## config.mk

```make
export PLATFORM = sky130hd
export DESIGN_NAME = main_fsm_flat
export DESIGN_NICKNAME = d
export VERILOG_FILES = /design/src/rtl/main_fsm_if.sv /design/src/rtl/main_fsm.sv /design/src/flat_wrapper.sv
export SDC_FILE = /design/constraint.sdc
export NUM_CORES = 1
export LEC_CHECK = 0
export CAP_MARGIN = 40
export CORE_UTILIZATION = 53
export CTS_CLUSTER_DIAMETER = 150
export DETAILED_ROUTE_END_ITERATION = 12
export DONT_BUFFER_PORTS = 1
export MAX_ROUTING_LAYER = met4
export PLACE_DENSITY = 0.68
export SYNTH_ARGS = -nofsm -noshare
export SYNTH_HDL_FRONTEND = slang
export SYNTH_SLANG_ARGS = --single-unit
```

## constraint.sdc

```tcl
create_clock -name i_clk -period 3.1 [get_ports i_clk]
set_input_delay 0.62 -clock i_clk [delete_from_list [all_inputs] [get_ports i_clk]]
set_output_delay 0.62 -clock i_clk [all_outputs]
set_load 0.01 [all_outputs]
```

## src/rtl/main_fsm_if.sv

```systemverilog
// Memory-side handshake bundle between main_fsm and the cache.
// The FSM uses the master modport and the cache uses the slave modport.
interface main_fsm_if;
    logic i_mem_done;
    logic o_mem_req;
    logic o_mem_write;
    logic o_addr_src;

    modport master (
        input  i_mem_done,
        output o_mem_req,
        output o_mem_write,
        output o_addr_src
    );

    modport slave (
        output i_mem_done,
        input  o_mem_req,
        input  o_mem_write,
        input  o_addr_src
    );
endinterface

```

## src/rtl/main_fsm.sv

```systemverilog
// Multicycle RV64I control FSM: sequences fetch/decode/execute/memory/writeback and drives datapath selects.
// Optional macro ILLEGAL_INSTR_TRAP_EN: unknown opcodes enter a sticky FAULT state that raises o_fault.
module main_fsm #(
    parameter int OP_WIDTH  = 7,
    parameter int SEL_WIDTH = 2
) (
    input  logic                 i_clk,
    input  logic                 i_rst,
    input  logic [OP_WIDTH-1:0]  i_op,
    main_fsm_if.master           mem,
    output logic                 o_ir_write,
    output logic                 o_pc_update,
    output logic                 o_branch,
    output logic                 o_reg_write,
    output logic [SEL_WIDTH-1:0] o_alu_src_a,
    output logic [SEL_WIDTH-1:0] o_alu_src_b,
    output logic [SEL_WIDTH-1:0] o_alu_op,
    output logic [SEL_WIDTH-1:0] o_result_src,
    output logic                 o_fault
);

    localparam logic [6:0] OP_LOAD   = 7'b0000011;
    localparam logic [6:0] OP_STORE  = 7'b0100011;
    localparam logic [6:0] OP_R      = 7'b0110011;
    localparam logic [6:0] OP_RW     = 7'b0111011;
    localparam logic [6:0] OP_I      = 7'b0010011;
    localparam logic [6:0] OP_IW     = 7'b0011011;
    localparam logic [6:0] OP_JAL    = 7'b1101111;
    localparam logic [6:0] OP_JALR   = 7'b1100111;
    localparam logic [6:0] OP_BRANCH = 7'b1100011;
    localparam logic [6:0] OP_LUI    = 7'b0110111;
    localparam logic [6:0] OP_AUIPC  = 7'b0010111;

    localparam logic [SEL_WIDTH-1:0] SA_PC    = SEL_WIDTH'(0);
    localparam logic [SEL_WIDTH-1:0] SA_OLDPC = SEL_WIDTH'(1);
    localparam logic [SEL_WIDTH-1:0] SA_RD1   = SEL_WIDTH'(2);
    localparam logic [SEL_WIDTH-1:0] SB_RD2   = SEL_WIDTH'(0);
    localparam logic [SEL_WIDTH-1:0] SB_IMM   = SEL_WIDTH'(1);
    localparam logic [SEL_WIDTH-1:0] SB_FOUR  = SEL_WIDTH'(2);
    localparam logic [SEL_WIDTH-1:0] AO_ADD   = SEL_WIDTH'(0);
    localparam logic [SEL_WIDTH-1:0] AO_SUB   = SEL_WIDTH'(1);
    localparam logic [SEL_WIDTH-1:0] AO_FUNCT = SEL_WIDTH'(2);
    localparam logic [SEL_WIDTH-1:0] AO_PASSB = SEL_WIDTH'(3);
    localparam logic [SEL_WIDTH-1:0] RS_ALUOUT = SEL_WIDTH'(0);
    localparam logic [SEL_WIDTH-1:0] RS_RDATA  = SEL_WIDTH'(1);

`ifdef ILLEGAL_INSTR_TRAP_EN
    typedef enum logic [3:0] {
        FETCH, DECODE, MEMADR, MEMREAD, MEMWB, MEMWRITE, EXECR, EXECI,
        ALUWB, JAL, JALR, JALR_PC, BRANCH, LUI, AUIPC, FAULT
    } state_t;
`else
    typedef enum logic [3:0] {
        FETCH, DECODE, MEMADR, MEMREAD, MEMWB, MEMWRITE, EXECR, EXECI,
        ALUWB, JAL, JALR, JALR_PC, BRANCH, LUI, AUIPC
    } state_t;
`endif

    state_t state_q, state_d;

    logic [6:0] op;
    logic       mem_req, mem_write, addr_src, fault;

    assign op              = i_op[6:0];
    assign mem.o_mem_req   = mem_req;
    assign mem.o_mem_write = mem_write;
    assign mem.o_addr_src  = addr_src;

    always_ff @(posedge i_clk) begin
        state_q <= state_d;
    end

    always_comb begin
        state_d      = state_q;
        mem_req      = 1'b0;
        mem_write    = 1'b0;
        addr_src     = 1'b0;
        fault        = 1'b0;
        o_ir_write   = 1'b0;
        o_pc_update  = 1'b0;
        o_branch     = 1'b0;
        o_reg_write  = 1'b0;
        o_alu_src_a  = SA_PC;
        o_alu_src_b  = SB_RD2;
        o_alu_op     = AO_ADD;
        o_result_src = RS_ALUOUT;

        case (state_q)
            FETCH: begin
                mem_req     = 1'b1;
                o_alu_src_b = SB_FOUR;
                if (mem.i_mem_done) begin
                    o_ir_write  = 1'b1;
                    o_pc_update = 1'b1;
                    state_d     = DECODE;
                end
            end
            DECODE: begin
                o_alu_src_a = SA_OLDPC;
                o_alu_src_b = SB_IMM;
                case (op)
                    OP_LOAD, OP_STORE: state_d = MEMADR;
                    OP_R, OP_RW:       state_d = EXECR;
                    OP_I, OP_IW:       state_d = EXECI;
                    OP_JAL:            state_d = JAL;
                    OP_JALR:           state_d = JALR;
                    OP_BRANCH:         state_d = BRANCH;
                    OP_LUI:            state_d = LUI;
                    OP_AUIPC:          state_d = AUIPC;
`ifdef ILLEGAL_INSTR_TRAP_EN
                    default:           state_d = FAULT;
`else
                    default:           state_d = FETCH;
`endif
                endcase
            end
            MEMADR: begin
                o_alu_src_a = SA_RD1;
                o_alu_src_b = SB_IMM;
                state_d     = op[5] ? MEMWRITE : MEMREAD;
            end
            MEMREAD: begin
                mem_req  = 1'b1;
                addr_src = 1'b1;
                if (mem.i_mem_done) state_d = MEMWB;
            end
            MEMWB: begin
                o_result_src = RS_RDATA;
                o_reg_write  = 1'b1;
                state_d      = FETCH;
            end
            MEMWRITE: begin
                mem_req   = 1'b1;
                mem_write = 1'b1;
                addr_src  = 1'b1;
                if (mem.i_mem_done) state_d = FETCH;
            end
            EXECR: begin
                o_alu_src_a = SA_RD1;
                o_alu_src_b = SB_RD2;
                o_alu_op    = AO_FUNCT;
                state_d     = ALUWB;
            end
            EXECI: begin
                o_alu_src_a = SA_RD1;
                o_alu_src_b = SB_IMM;
                o_alu_op    = AO_FUNCT;
                state_d     = ALUWB;
            end
            ALUWB: begin
                o_reg_write = 1'b1;
                state_d     = FETCH;
            end
            // PC takes the target already in ALUOut while the ALU forms the link value OldPC+4.
            JAL, JALR_PC: begin
                o_alu_src_a = SA_OLDPC;
                o_alu_src_b = SB_FOUR;
                o_pc_update = 1'b1;
                state_d     = ALUWB;
            end
            JALR: begin
                o_alu_src_a = SA_RD1;
                o_alu_src_b = SB_IMM;
                state_d     = JALR_PC;
            end
            BRANCH: begin
                o_alu_src_a = SA_RD1;
                o_alu_src_b = SB_RD2;
                o_alu_op    = AO_SUB;
                o_branch    = 1'b1;
                state_d     = FETCH;
            end
            LUI: begin
                o_alu_src_b = SB_IMM;
                o_alu_op    = AO_PASSB;
                state_d     = ALUWB;
            end
            AUIPC: begin
                o_alu_src_a = SA_OLDPC;
                o_alu_src_b = SB_IMM;
                state_d     = ALUWB;
            end
`ifdef ILLEGAL_INSTR_TRAP_EN
            FAULT: begin
                fault = 1'b1;
            end
`endif
            default: state_d = FETCH;
        endcase

        if (i_rst) begin
            state_d      = FETCH;
            mem_req      = 1'b0;
            mem_write    = 1'b0;
            addr_src     = 1'b0;
            fault        = 1'b0;
            o_ir_write   = 1'b0;
            o_pc_update  = 1'b0;
            o_branch     = 1'b0;
            o_reg_write  = 1'b0;
            o_alu_src_a  = '0;
            o_alu_src_b  = '0;
            o_alu_op     = '0;
            o_result_src = '0;
        end
    end

`ifdef ILLEGAL_INSTR_TRAP_EN
    assign o_fault = fault;
`else
    assign o_fault = 1'b0;
    logic unused_fault;
    assign unused_fault = fault;
`endif

endmodule
```

## src/flat_wrapper.sv

```systemverilog
// flat-port wrapper written by rule: the top's interface ports become plain ports
module main_fsm_flat 
#(
    parameter int OP_WIDTH  = 7,
    parameter int SEL_WIDTH = 2
)
  (i_clk, i_rst, i_op, o_ir_write, o_pc_update, o_branch, o_reg_write, o_alu_src_a, o_alu_src_b, o_alu_op, o_result_src, o_fault, mem_i_mem_done, mem_o_mem_req, mem_o_mem_write, mem_o_addr_src);
  main_fsm_if mem_i ();
  input  logic i_clk;
  input  logic i_rst;
  input  logic [OP_WIDTH-1:0] i_op;
  output logic o_ir_write;
  output logic o_pc_update;
  output logic o_branch;
  output logic o_reg_write;
  output logic [SEL_WIDTH-1:0] o_alu_src_a;
  output logic [SEL_WIDTH-1:0] o_alu_src_b;
  output logic [SEL_WIDTH-1:0] o_alu_op;
  output logic [SEL_WIDTH-1:0] o_result_src;
  output logic o_fault;
  input wire logic [$bits(mem_i.i_mem_done)-1:0] mem_i_mem_done;
  output wire logic [$bits(mem_i.o_mem_req)-1:0] mem_o_mem_req;
  output wire logic [$bits(mem_i.o_mem_write)-1:0] mem_o_mem_write;
  output wire logic [$bits(mem_i.o_addr_src)-1:0] mem_o_addr_src;
  assign mem_i.i_mem_done = mem_i_mem_done;
  assign mem_o_mem_req = mem_i.o_mem_req;
  assign mem_o_mem_write = mem_i.o_mem_write;
  assign mem_o_addr_src = mem_i.o_addr_src;
  main_fsm #(.OP_WIDTH(OP_WIDTH), .SEL_WIDTH(SEL_WIDTH)) u_core (.i_clk(i_clk), .i_rst(i_rst), .i_op(i_op), .mem(mem_i), .o_ir_write(o_ir_write), .o_pc_update(o_pc_update), .o_branch(o_branch), .o_reg_write(o_reg_write), .o_alu_src_a(o_alu_src_a), .o_alu_src_b(o_alu_src_b), .o_alu_op(o_alu_op), .o_result_src(o_result_src), .o_fault(o_fault));
endmodule
```

# Word level (Yosys, flattened, before mapping)

Cells that the tools add are included.

Register bits: 4
Word-level logic and storage cells: 73

Eq/ne operators: 28
Mux-type cells: 29
Reductions and logical operators: 15

Operator list:

| kind                 | number |
|---|---|
| $pmux W4 S8          | 1 |
| $eq A4 B4 Y1 const B | 7 |
| $eq A7 B6 Y1 const B | 4 |
| $pmux W4 S7          | 1 |
| $eq A7 B5 Y1 const B | 3 |
| $eq A7 B7 Y1 const B | 3 |
| $eq A4 B3 Y1 const B | 4 |
| $mux W1              | 16 |
| $reduce_or A2 Y1     | 7 |
| $mux W4              | 3 |
| $reduce_or A6 Y1     | 2 |
| $eq A4 B2 Y1 const B | 2 |
| $pmux W2 S2          | 2 |
| $eq A7 B2 Y1 const B | 1 |
| $mux W2              | 3 |
| $ne A2 B2 Y1 const B | 3 |
| $pmux W2 S3          | 1 |
| $reduce_or A3 Y1     | 2 |
| $reduce_or A5 Y1     | 1 |
| $eq A4 B1 Y1 const B | 1 |
| $logic_not A4 Y1     | 1 |
| $reduce_or A4 Y1     | 1 |
| $mux W3              | 1 |
| $reduce_and A3 Y1    | 1 |
| $pmux W1 S2          | 1 |

# Longest topological paths before layout

Word-level depth: 4
Gate-level depth with buffers: 6
Depth with buffers taken out: 4

# Worst setup path before layout

OpenSTA, ideal clock, no wires.

Path kind: input to output
From: in i_rst
To: out o_ir_write
Stages on the path: 3
Slack: 1195 ps
Arrival time: 1285 ps
Cells stage by stage: inv_1 nand2_1 nor4b_1

Word-level cells in the longest chain between the ends: 1

RTL lines:

| what               | line               | RTL |
|---|---|---|
| start: declaration | flat_wrapper.sv:10 | `input logic i_rst;` |
| $mux W1            | main_fsm.sv:191    | `if (i_rst) begin` |
| end: declaration   | flat_wrapper.sv:12 | `output logic o_ir_write;` |

No other way between the ends.

# Worst setup path after layout

From: reg u_core.state_q[2]
To: out o_alu_src_b[0]

Word-level cells in the longest chain between the ends: 4
Elaborated cells between the ends (all ways): 13

RTL lines:

| what                                                                         | line               | RTL |
|---|---|---|
| start: declaration                                                           | main_fsm.sv:59     | `state_t state_q, state_d;` |
| start signal: assignment                                                     | main_fsm.sv:70     | `state_q <= state_d;` |
| $eq A4 B2 Y1 (tied with other cells)                                         | main_fsm.sv:88     | `case (state_q)` |
| $reduce_or A6 Y1 (no source line) / $reduce_or A3 Y1 (equally long branches) | -                  |  |
| $pmux W2 S2 *                                                                | main_fsm.sv:88     |  |
| $mux W2 *                                                                    | main_fsm.sv:191    |  |
| end: declaration                                                             | flat_wrapper.sv:17 | `output logic [SEL_WIDTH-1:0] o_alu_src_b;` |

Mark *: on every way between the ends. The rest lies on a longest branch, timed or not.

==> impl_metrics.csv <==
group,metric,value,unit
grt,gr-usage-all-layers,0.224,
run_status,status,"completed",
clocking,post_cts_buffers,0,
yosys,avgSynthCellArea,7.09,µm²
yosys,synth_top_flop_cell,"dfxtp_1",
setup_path,cp_max_fo,22,
sta,finalSetupViolCount,0,
yosys,ys_types,43,
sta,rsz0062_at_grt,"false",
die,die_area,1540,µm²
detailed_routing,wire_per_inst,14.7,µm
die,ios,26,
placed_design,numPortBuffers,0,
die,coreArea,1300,µm²
cells_and_area,n_fill_cell,140,
sta,slew_violations,0,
grt,antenna_found_initial,0,
yosys,synthTopCellsByArea,"dfxtp_1, a21oi_1, nor2_1",
cells_and_area,top_regs,"u_core.state_q (4)",
cells_and_area,drive_above_1_share,0.113,
clocking,hold_buffers,0,
setup_path,crit_type,"reg -> out",
placed_design,place_area,662,µm²
cells_and_area,final_cell_mix,"nor2_1, a21oi_1, nand2_1, nor3_1, nand2b_1",
cells_and_area,largest_reg_flops,4,
clocking,cts.repair.resized,0,
sta,fin_setup_tns,0,ns
sta,tightest_slew,0.770,ns
clocking,path_clk_slew,0.04,ns
cells_and_area,top_register,"u_core.state_q",
worst_hold_path,holdCritPathClass,"in -> reg",
detailed_routing,firstDrtPassIters,4,
worst_hold_path,hold_depth,1,
die,initial_core_util,0.566,
die,row_count,13,
setup_path,cp-start-kind,"flop",
yosys,synth-seq-area-share,0.109,
detailed_routing,drt_iter0_drc,23,
yosys,netlist_instances,104,
detailed_routing,wirelength,1.65,mm
pwr,peakVddDrop,0.000144,V
cells_and_area,num_antenna_cells,0,
detailed_routing,route.detailed.drc,0,
yosys,yosysTopAreaCell,"dfxtp_1",
sta,finClkSkew,0.00140,ns
clocking,insertion_delay,0.24,ns
placed_design,dpl.hpwl,1.14,mm
sta,period_minus_slack,2.43,ns
grt,grt_max_degree,23,
placed_design,gp_congestion,0.744,
pwr,power_leakage,0.222,nW
clocking,cts_buffer_depth,2,
clocking,cts.sinks,4,
yosys,synth_edf_count,0,
yosys,synthArstFlopShare,0,
yosys,syn_area,737,µm²
yosys,ys_seq_elements,4,
sta,fin_crit_sh,0.782,
cells_and_area,design_area,684,µm²
cells_and_area,regArea,80.1,µm²
sta,max-slew-margin-rel,0.486,
clocking,clock-root-buffer,"clkbuf_4",
clocking,cts_buffers,3,
cells_and_area,multi_input_area,552,µm²
grt,grt_pass1_wl,2.30,mm
detailed_routing,num_vias,739,
setup_path,r2r_cells,3,
sta,hold_violations,0,
setup_path,setup.worst_path.end_class,"output port",
clocking,cts_tree,"done",
run,cap_violations,0,
yosys,ys_warn_count,0,
detailed_routing,ant_nets,0,
cells_and_area,final_common_cell,"nor2_1",
die,die_h,39.3,µm
die,die_x,39.3,µm
clocking,cts-htree-levels,1,
grt,grt_pass1_vias,522,
yosys,synth_top_area_share,0.109,
cells_and_area,area_growth,-7.13,%
detailed_routing,vias_per_cell,6.60,
grt,grt-ovfl-total,0,
pwr,power_density,260,nW/µm²
sta,fmax,412,MHz
setup_path,crit_required,2.48,ns
cells_and_area,nets,109,
setup_path,cp.arrival,1.81,ns
[layout make-up]
cell class                      count  area share
Sequential cell                     4       0.117
Inverter                            3      0.0165
Tap cell                           15      0.0274
Multi-Input combinational cell     87       0.806
Clock buffer                        3      0.0329
[layer usage]
layer / GRT usage / vias up / share of wire
met2: 0.329 / 22 / 0.46
met5: - / - / 0
li1: - / 366 / -
met3: 0.0625 / 2 / 0.040
met1: 0.303 / 349 / 0.50
met4: 0.0517 / 0 / 0.0049
[stage by stage]
step / utilization / instances / hold slack, ns / power [mW] / worst slack (ns)
after floorplan: - / 105 / 0.602 / 0.115 / 1.19
after global placement: 0.509 / 109 / 0.693 / 0.113 / 0.985
after detailed placement: 0.509 / 109 / 0.696 / 0.114 / 0.964
after CTS: 0.526 / 112 / 0.444 / 0.181 / 0.702
after global routing: 0.526 / 112 / 0.445 / 0.194 / 0.528
final: 0.526 / 112 / 0.458 / 0.178 / 0.674
[critical path, stage by stage (launching register included)]
cell	delay [ns]
dfxtp_1	0.76
nor2b_1	0.33
xnor2_1	0.15
nand2_1	0.07
a21oi_1	0.27
[Yosys cell counts (2+ instances only)]
master / count
nor2_1: 11
a21oi_1: 9
nand2_1: 8
nor3_1: 8
buf_4: 5
nand2b_1: 5
dfxtp_1: 4
o21ai_1: 4
nand3b_1: 3
nor2b_1: 3
or3b_1: 3
a22oi_1: 2
a31oi_1: 2
buf_2: 2
buf_6: 2
clkbuf_8: 2
inv_1: 2
nor4b_1: 2
o221ai_1: 2
xnor2_1: 2
[worst paths after layout]
| path | slack, ns | start | end |
|---|---|---|---|
| setup / recovery | 0.67 | u_core.state_q[2]$_SDFFE_PP0P_ | o_alu_src_b[0] |
| hold / removal | 0.46 | i_rst | u_core.state_q[1]$_SDFFE_PP0P_ |
| hold reg to reg | 0.83 | u_core.state_q[1]$_SDFFE_PP0P_ | u_core.state_q[3]$_SDFFE_PP0P_ |
| setup reg to reg | 1.36 | u_core.state_q[2]$_SDFFE_PP0P_ | u_core.state_q[0]$_SDFFE_PP0P_ |
[power by group]
part | total, mW | switching [mW] | internal [mW] | leakage (nW)
sequential | 0.0638 | 0.0103 | 0.0535 | 0.0325
clock | 0.0650 | 0.0216 | 0.0433 | 0.0138
combinational | 0.0495 | 0.0259 | 0.0236 | 0.176
[logic make-up (layout without fill, tap and decap cells)]
group / after synthesis / count (layout) / synth area share
other cells: 1 / 2 / 0.00509
flops: 4 / 4 / 0.109
xor+xnor: 3 / 3 / 0.0357
buf+inv: 14 / 6 / 0.148
compound gates: 28 / 28 / 0.265
simple gates: 54 / 54 / 0.438
Power figures use the tool's default switching activity.
